`config.mk`:
```
export PLATFORM = sky130hd
export DESIGN_NAME = iig_ppbuf_ctrl
export DESIGN_NICKNAME = d
export VERILOG_FILES = /design/src/rtl/iig_pkg.sv /design/src/rtl/iig_ppbuf_bank.sv /design/src/rtl/iig_ppbuf_ctrl.sv
export SDC_FILE = /design/constraint.sdc
export NUM_CORES = 2
export LEC_CHECK = 0
export BUFFER_PORTS_ARGS = -buffer_cell sky130_fd_sc_hd__buf_2
export CAP_MARGIN = 20
export CORE_ASPECT_RATIO = 0.75
export CORE_UTILIZATION = 35
export DETAILED_ROUTE_END_ITERATION = 10
export SLEW_MARGIN = 10
export SYNTH_ARGS = -nofsm -noshare
export SYNTH_HDL_FRONTEND = slang
export SYNTH_HIERARCHICAL = 1
export SYNTH_SLANG_ARGS = --single-unit
export TNS_END_PERCENT = 1
```
`constraint.sdc`:
```
create_clock -name iClk -period 5.5 [get_ports iClk]
set_input_delay 1.1 -clock iClk [delete_from_list [all_inputs] [get_ports iClk]]
set_output_delay 1.1 -clock iClk [all_outputs]
set_load 0.005 [all_outputs]
```
`src/rtl/iig_pkg.sv`:
```
// Shared definitions for the integral-image generator ping-pong line buffer.
// Bank state encoding and default line geometry.
package iig_pkg;

    localparam logic [1:0] BK_EMPTY    = 2'd0;
    localparam logic [1:0] BK_FILLING  = 2'd1;
    localparam logic [1:0] BK_FULL     = 2'd2;
    localparam logic [1:0] BK_DRAINING = 2'd3;

    localparam int IIG_DATA_W = 21;
    localparam int IIG_LINE_W = 80;

    function automatic logic bk_writable(input logic [1:0] st);
        return (st == BK_EMPTY) || (st == BK_FILLING);
    endfunction

    function automatic logic bk_readable(input logic [1:0] st);
        return (st == BK_FULL) || (st == BK_DRAINING);
    endfunction

endpackage

```
`src/rtl/iig_ppbuf_bank.sv`:
```
// One bank of the ping-pong line buffer: DEPTH x DATA_W RAM with registered read,
// fill count (also the write index), read index and bank state.
module iig_ppbuf_bank
    import iig_pkg::*;
#(
    parameter int DATA_W = IIG_DATA_W,
    parameter int DEPTH  = IIG_LINE_W,
    parameter int AW     = $clog2(DEPTH + 1)
) (
    input  logic              iClk,
    input  logic              clr,
    input  logic              we,
    input  logic              wlast,
    input  logic [DATA_W-1:0] wdata,
    input  logic              re,
    output logic [1:0]        state,
    output logic [AW-1:0]     fill,
    output logic [AW-1:0]     rd_idx,
    output logic [DATA_W-1:0] rdata_p1,
    output logic              rlast_p1
);

    localparam int          IW       = (DEPTH > 1) ? $clog2(DEPTH) : 1;
    localparam logic [AW-1:0] LAST_IDX = AW'(DEPTH - 1);

    logic [DATA_W-1:0] mem [DEPTH];
    logic              rd_final;

    assign rd_final = (rd_idx == fill - AW'(1));

    always_ff @(posedge iClk) begin
        if (we) begin
            mem[fill[IW-1:0]] <= wdata;
        end
    end

    // A bank is never written and read in the same cycle: the two states are disjoint.
    always_ff @(posedge iClk) begin
        if (clr) begin
            state  <= BK_EMPTY;
            fill   <= '0;
            rd_idx <= '0;
        end else if (we) begin
            fill  <= fill + AW'(1);
            state <= (wlast || fill == LAST_IDX) ? BK_FULL : BK_FILLING;
        end else if (re) begin
            if (rd_final) begin
                state  <= BK_EMPTY;
                fill   <= '0;
                rd_idx <= '0;
            end else begin
                state  <= BK_DRAINING;
                rd_idx <= rd_idx + AW'(1);
            end
        end
    end

    // p1: registered RAM read
    always_ff @(posedge iClk) begin
        if (clr) begin
            rdata_p1 <= '0;
            rlast_p1 <= 1'b0;
        end else if (re) begin
            rdata_p1 <= mem[rd_idx[IW-1:0]];
            rlast_p1 <= rd_final;
        end
    end

endmodule

```
`src/rtl/iig_ppbuf_ctrl.sv`:
```
// Ping-pong line buffer controller for the IIG datapath: bank pointers, handshakes, output mux.
// Optional sticky overflow/underflow flags are enabled by defining IIG_PPBUF_ERR_EN.
module iig_ppbuf_ctrl
    import iig_pkg::*;
#(
    parameter  int DATA_W = IIG_DATA_W,
    parameter  int DEPTH  = IIG_LINE_W,
    localparam int AW     = $clog2(DEPTH + 1)
) (
    input  logic              iClk,
    input  logic              iReset,
    input  logic              iFlush,
    input  logic              iWrreq,
    input  logic              iLast,
    input  logic [DATA_W-1:0] iData,
    output logic              oWrReady,
    input  logic              iRdreq,
    output logic              oRdAvail,
    output logic              oValid,
    output logic [DATA_W-1:0] oData,
    output logic              oLast,
`ifdef IIG_PPBUF_ERR_EN
    output logic              oOverflow,
    output logic              oUnderflow,
`endif
    output logic [AW-1:0]     oLevel
);

    logic              clr;
    logic              wr_bank, rd_bank;
    logic              wr_acc, rd_acc;
    logic              rd_close;
    logic              vld_p1, sel_p1;
    logic [1:0]        bk_state [2];
    logic [AW-1:0]     bk_fill  [2];
    logic [AW-1:0]     bk_rdidx [2];
    logic [DATA_W-1:0] bk_rdata [2];
    logic              bk_rlast [2];

    assign clr      = iReset | iFlush;
    assign oWrReady = bk_writable(bk_state[wr_bank]);
    assign oRdAvail = bk_readable(bk_state[rd_bank]);
    assign wr_acc   = iWrreq & oWrReady & ~clr;
    assign rd_acc   = iRdreq & oRdAvail & ~clr;
    assign rd_close = rd_acc & (bk_rdidx[rd_bank] == bk_fill[rd_bank] - AW'(1));

    for (genvar b = 0; b < 2; b++) begin : g_bank
        iig_ppbuf_bank #(
            .DATA_W (DATA_W),
            .DEPTH  (DEPTH),
            .AW     (AW)
        ) u_bank (
            .iClk     (iClk),
            .clr      (clr),
            .we       (wr_acc & (wr_bank == 1'(b))),
            .wlast    (iLast),
            .wdata    (iData),
            .re       (rd_acc & (rd_bank == 1'(b))),
            .state    (bk_state[b]),
            .fill     (bk_fill[b]),
            .rd_idx   (bk_rdidx[b]),
            .rdata_p1 (bk_rdata[b]),
            .rlast_p1 (bk_rlast[b])
        );
    end

    // Pointers toggle independently, so a close and a drain in one cycle swap with no bubble.
    always_ff @(posedge iClk) begin
        if (clr) begin
            wr_bank <= 1'b0;
            rd_bank <= 1'b0;
            vld_p1  <= 1'b0;
            sel_p1  <= 1'b0;
        end else begin
            if (wr_acc && (iLast || bk_fill[wr_bank] == AW'(DEPTH - 1))) begin
                wr_bank <= ~wr_bank;
            end
            if (rd_close) begin
                rd_bank <= ~rd_bank;
            end
            vld_p1 <= rd_acc;
            if (rd_acc) begin
                sel_p1 <= rd_bank;
            end
        end
    end

    // p1: output stage, selected from the bank read on the previous cycle
    assign oValid = vld_p1;
    assign oData  = bk_rdata[sel_p1];
    assign oLast  = vld_p1 & bk_rlast[sel_p1];

    always_comb begin
        oLevel = '0;
        if (oRdAvail) begin
            oLevel = bk_fill[rd_bank] - bk_rdidx[rd_bank];
        end
    end

`ifdef IIG_PPBUF_ERR_EN
    always_ff @(posedge iClk) begin
        if (clr) begin
            oOverflow  <= 1'b0;
            oUnderflow <= 1'b0;
        end else begin
            if (iWrreq && !oWrReady) begin
                oOverflow <= 1'b1;
            end
            if (iRdreq && !oRdAvail) begin
                oUnderflow <= 1'b1;
            end
        end
    end
`endif

endmodule

```
==> impl_results.md <==
* Clock Latency Late Sink at 930 ps
* WP data arrival at 4030 ps
* DRC Markers at 0
* Inserted Clock Buffers at 314
* Slowest stage cell, crit path: dfxtp_4
* HPWL Detailed at 220000 µm
* Maximum clock frequency at 195 MHz
* Power share of the combinational group at 0.012
* Dpl ws at 981 ps
* Max layer used: met5
* Initial antenna violation count at 33
* Crit path cell chain: mux2_2 > ha_1 > inv_1 > fa_1 > a21o_1 > a21oi_1 > o21ai_0 > a21oi_1 > xnor2_1 > nor2_1 > buf_2
* WP buf/inv at 2
* CTS HTree Levels at 5
* Placed cell count at 11500
* I/O pin cnt at 59
* Final setup vio count at 0
* Pwr dens at 337 nW/µm²
* DR WL met2 at 163000 µm
* Layout Cells excl Fill at 12100
* TritonCTS clock tree: built
* Setup TNS at 0 ps
* WS Path Type: flip-flop to output pin
* Synth Instances at 6411
* Switching pwr at 10.3 mW
* Net count, final at 6788
* Largest net degree at the start of global routing at 124
* Die area at 387000 µm²
* Vias in the first global route at 65500
* Endpoint type of the worst setup path: output pin
* Hold_ws at 574 ps
* Routed vias at 67900
* Max-Cap Viols at 0
* Routability Congestion at 0.866
* Total power at 51.2 mW
* # fillers at 33300
* Core area at 381000 µm²
* CP max FO at 34
* Fin worst setup slack at 370 ps
* Hold buffer count at cts at 0
* RSZ-0062 raised after global routing: false
* Via density at 5.63
* Routed wire per std cell at 30.5 µm
* Met3 wire length at 36600 µm
* Max VDD drop at 259 µV
* Post-Synthesis Cell Area at 134000 µm²
* Clock power frac at 0.427
* Die width at 718 µm
* Global-route wire length before repair at 514000 µm
* Switch share at 0.202
* Overflow after GRT at 0
* I/O Buffers at 58
* GR Util All Layers at 0.184
* Min-Delay Path Class: primary input to flip-flop
* P&R area growth vs syn at 13.0%
* Net Count, Synth at 6452
* DRT Pass-1 Iters at 6
* Starting DRT DRC Count at 9557
* Fraction of layout cells with a size suffix above 1 at 0.255
* Seq pwr share at 0.561
* Max clock buf depth at 4
* Die span in y at 539 µm
* Avg Inst Size Synth at 21.0 µm²
* Lkg Pwr at 45.1 nW
* Worst slew pin tran at 1270 ps
* Setup Skew at 67.1 ps
* Slew HR at 0.142
* Final Slew Violations at 0
* Site Rows at 196
* Final Instance Area at 152000 µm²
* Crit path time final at 5130 ps
* CP peak stage delay at 860 ps
* Area after DPL at 142000 µm²
* Fin util at 0.398
* Req. time, crit path at 4400 ps
* CP top delay family: flip-flops
* Cell Int Power at 40.9 mW
* Status: completed
* Yosys warns at 6
* Clock-pin slew on the worst setup and hold paths at 70 ps
* Final Cycle Share at 0.933
* Worst setup SP type: flip-flop
* Final count of hold timing violations at 0
* Sink Count at 3438
* Starting density of the core at 0.353
* Met1 WL at 158000 µm
* Final wirelength at 368000 µm
* CTS root buf: clkbuf_16
* Crit-path most repeated cell: a21oi_1
* Antenna Nets Post-Route at 0
## state kept, by name (all words and copies together), names as in the netlist
| signal | cells |
|---|---|
| g_bank.u_bank/mem | 3360 |
| g_bank.u_bank/rdata_p1 | 42 |
| g_bank.u_bank/fill | 14 |
| g_bank.u_bank/rd_idx | 14 |
| g_bank.u_bank/rlast_p1 | 2 |
| g_bank.u_bank/state | 2 |
| oValid | 1 |
| rd_bank | 1 |
| sel_p1 | 1 |
| wr_bank | 1 |
## timing repair
| action | 4_1_cts | 5_1_grt |
|---|---|---|
| hold endpoints to repair | 0 | 0 |
| buffers inserted | 0 | 0 |
| gates resized for setup | 0 | 1 |
| endpoints found under the setup margin | 0 | 2 |
## cell type report
class	count	area [µm²]	area share
diodes	11	27.5	0.000181
clock buffers	384	8230	0.0542
clock inverters	175	1790	0.0118
inverters	30	113	0.000741
multi-input cells	2581	29900	0.197
flip-flops and latches	3438	102000	0.674
well taps	5049	6320	0.0416
repair buffers	382	3070	0.0202
## worst paths after layout
path / startpoint / endpoint / slack (ps) / depth (start not counted)
worst min-delay path: iRdreq / sel_p1$_SDFFE_PP0P_ / 570 / 4
worst max-delay path: g_bank[0].u_bank/rd_idx[0]$_SDFFE_PP0P_ / oLevel[6] / 370 / 11
worst min register to register: g_bank[1].u_bank/rlast_p1$_SDFFE_PP0P_ / g_bank[1].u_bank/rlast_p1$_SDFFE_PP0P_ / 600 / 2
worst max register to register: g_bank[0].u_bank/rd_idx[1]$_SDFFE_PP0P_ / g_bank[0].u_bank/rdata_p1[20]$_SDFFE_PP0P_ / 1120 / 7
## routing by layer
layer  vias up  track usage
met3       571       0.0396
met5         -            0
met4        16       0.0475
li1      27600            -
met2      3437        0.275
met1     36300        0.275
## worst reg2reg max path, delay by kind of cell, from the launching register on
kind	cells	cell delay (ps)
compound gates	1	160
simple gates	2	1110
flops	1	590
mux	2	940
buf+inv	2	1390
## power by group through the flow
stage / Combinational (mW) / Clock, mW / Sequential [mW]
2_1_floorplan: 0.0474 / 0 / 29.3
3_3_place_gp: 0.603 / 0 / 29.3
3_5_place_dp: 0.637 / 0 / 29.3
4_1_cts: 0.634 / 22.2 / 28.7
5_1_grt: 0.658 / 23.1 / 28.7
6_report: 0.636 / 21.9 / 28.7
## placed cells by master (no fill, tap or decap), types with 38 or more instances in the layout
| master | instances |
|---|---|
| mux2_2 | 73 |
| clkinv_2 | 56 |
| buf_2 | 39 |
| nand3_1 | 71 |
| a22oi_1 | 105 |
| mux4_2 | 640 |
| edfxtp_1 | 3360 |
| nor2_2 | 146 |
| o221ai_1 | 56 |
| mux2i_1 | 505 |
| nand2_1 | 125 |
| dfxtp_1 | 67 |
| clkbuf_16 | 315 |
| nor2_1 | 115 |
| o22ai_1 | 68 |
| a21oi_1 | 96 |
| a22o_1 | 38 |
| a221oi_1 | 58 |
| a211oi_1 | 52 |
| buf_4 | 304 |
| clkinv_1 | 53 |
| clkbuf_1 | 60 |
Power figures use the tool's default switching activity.
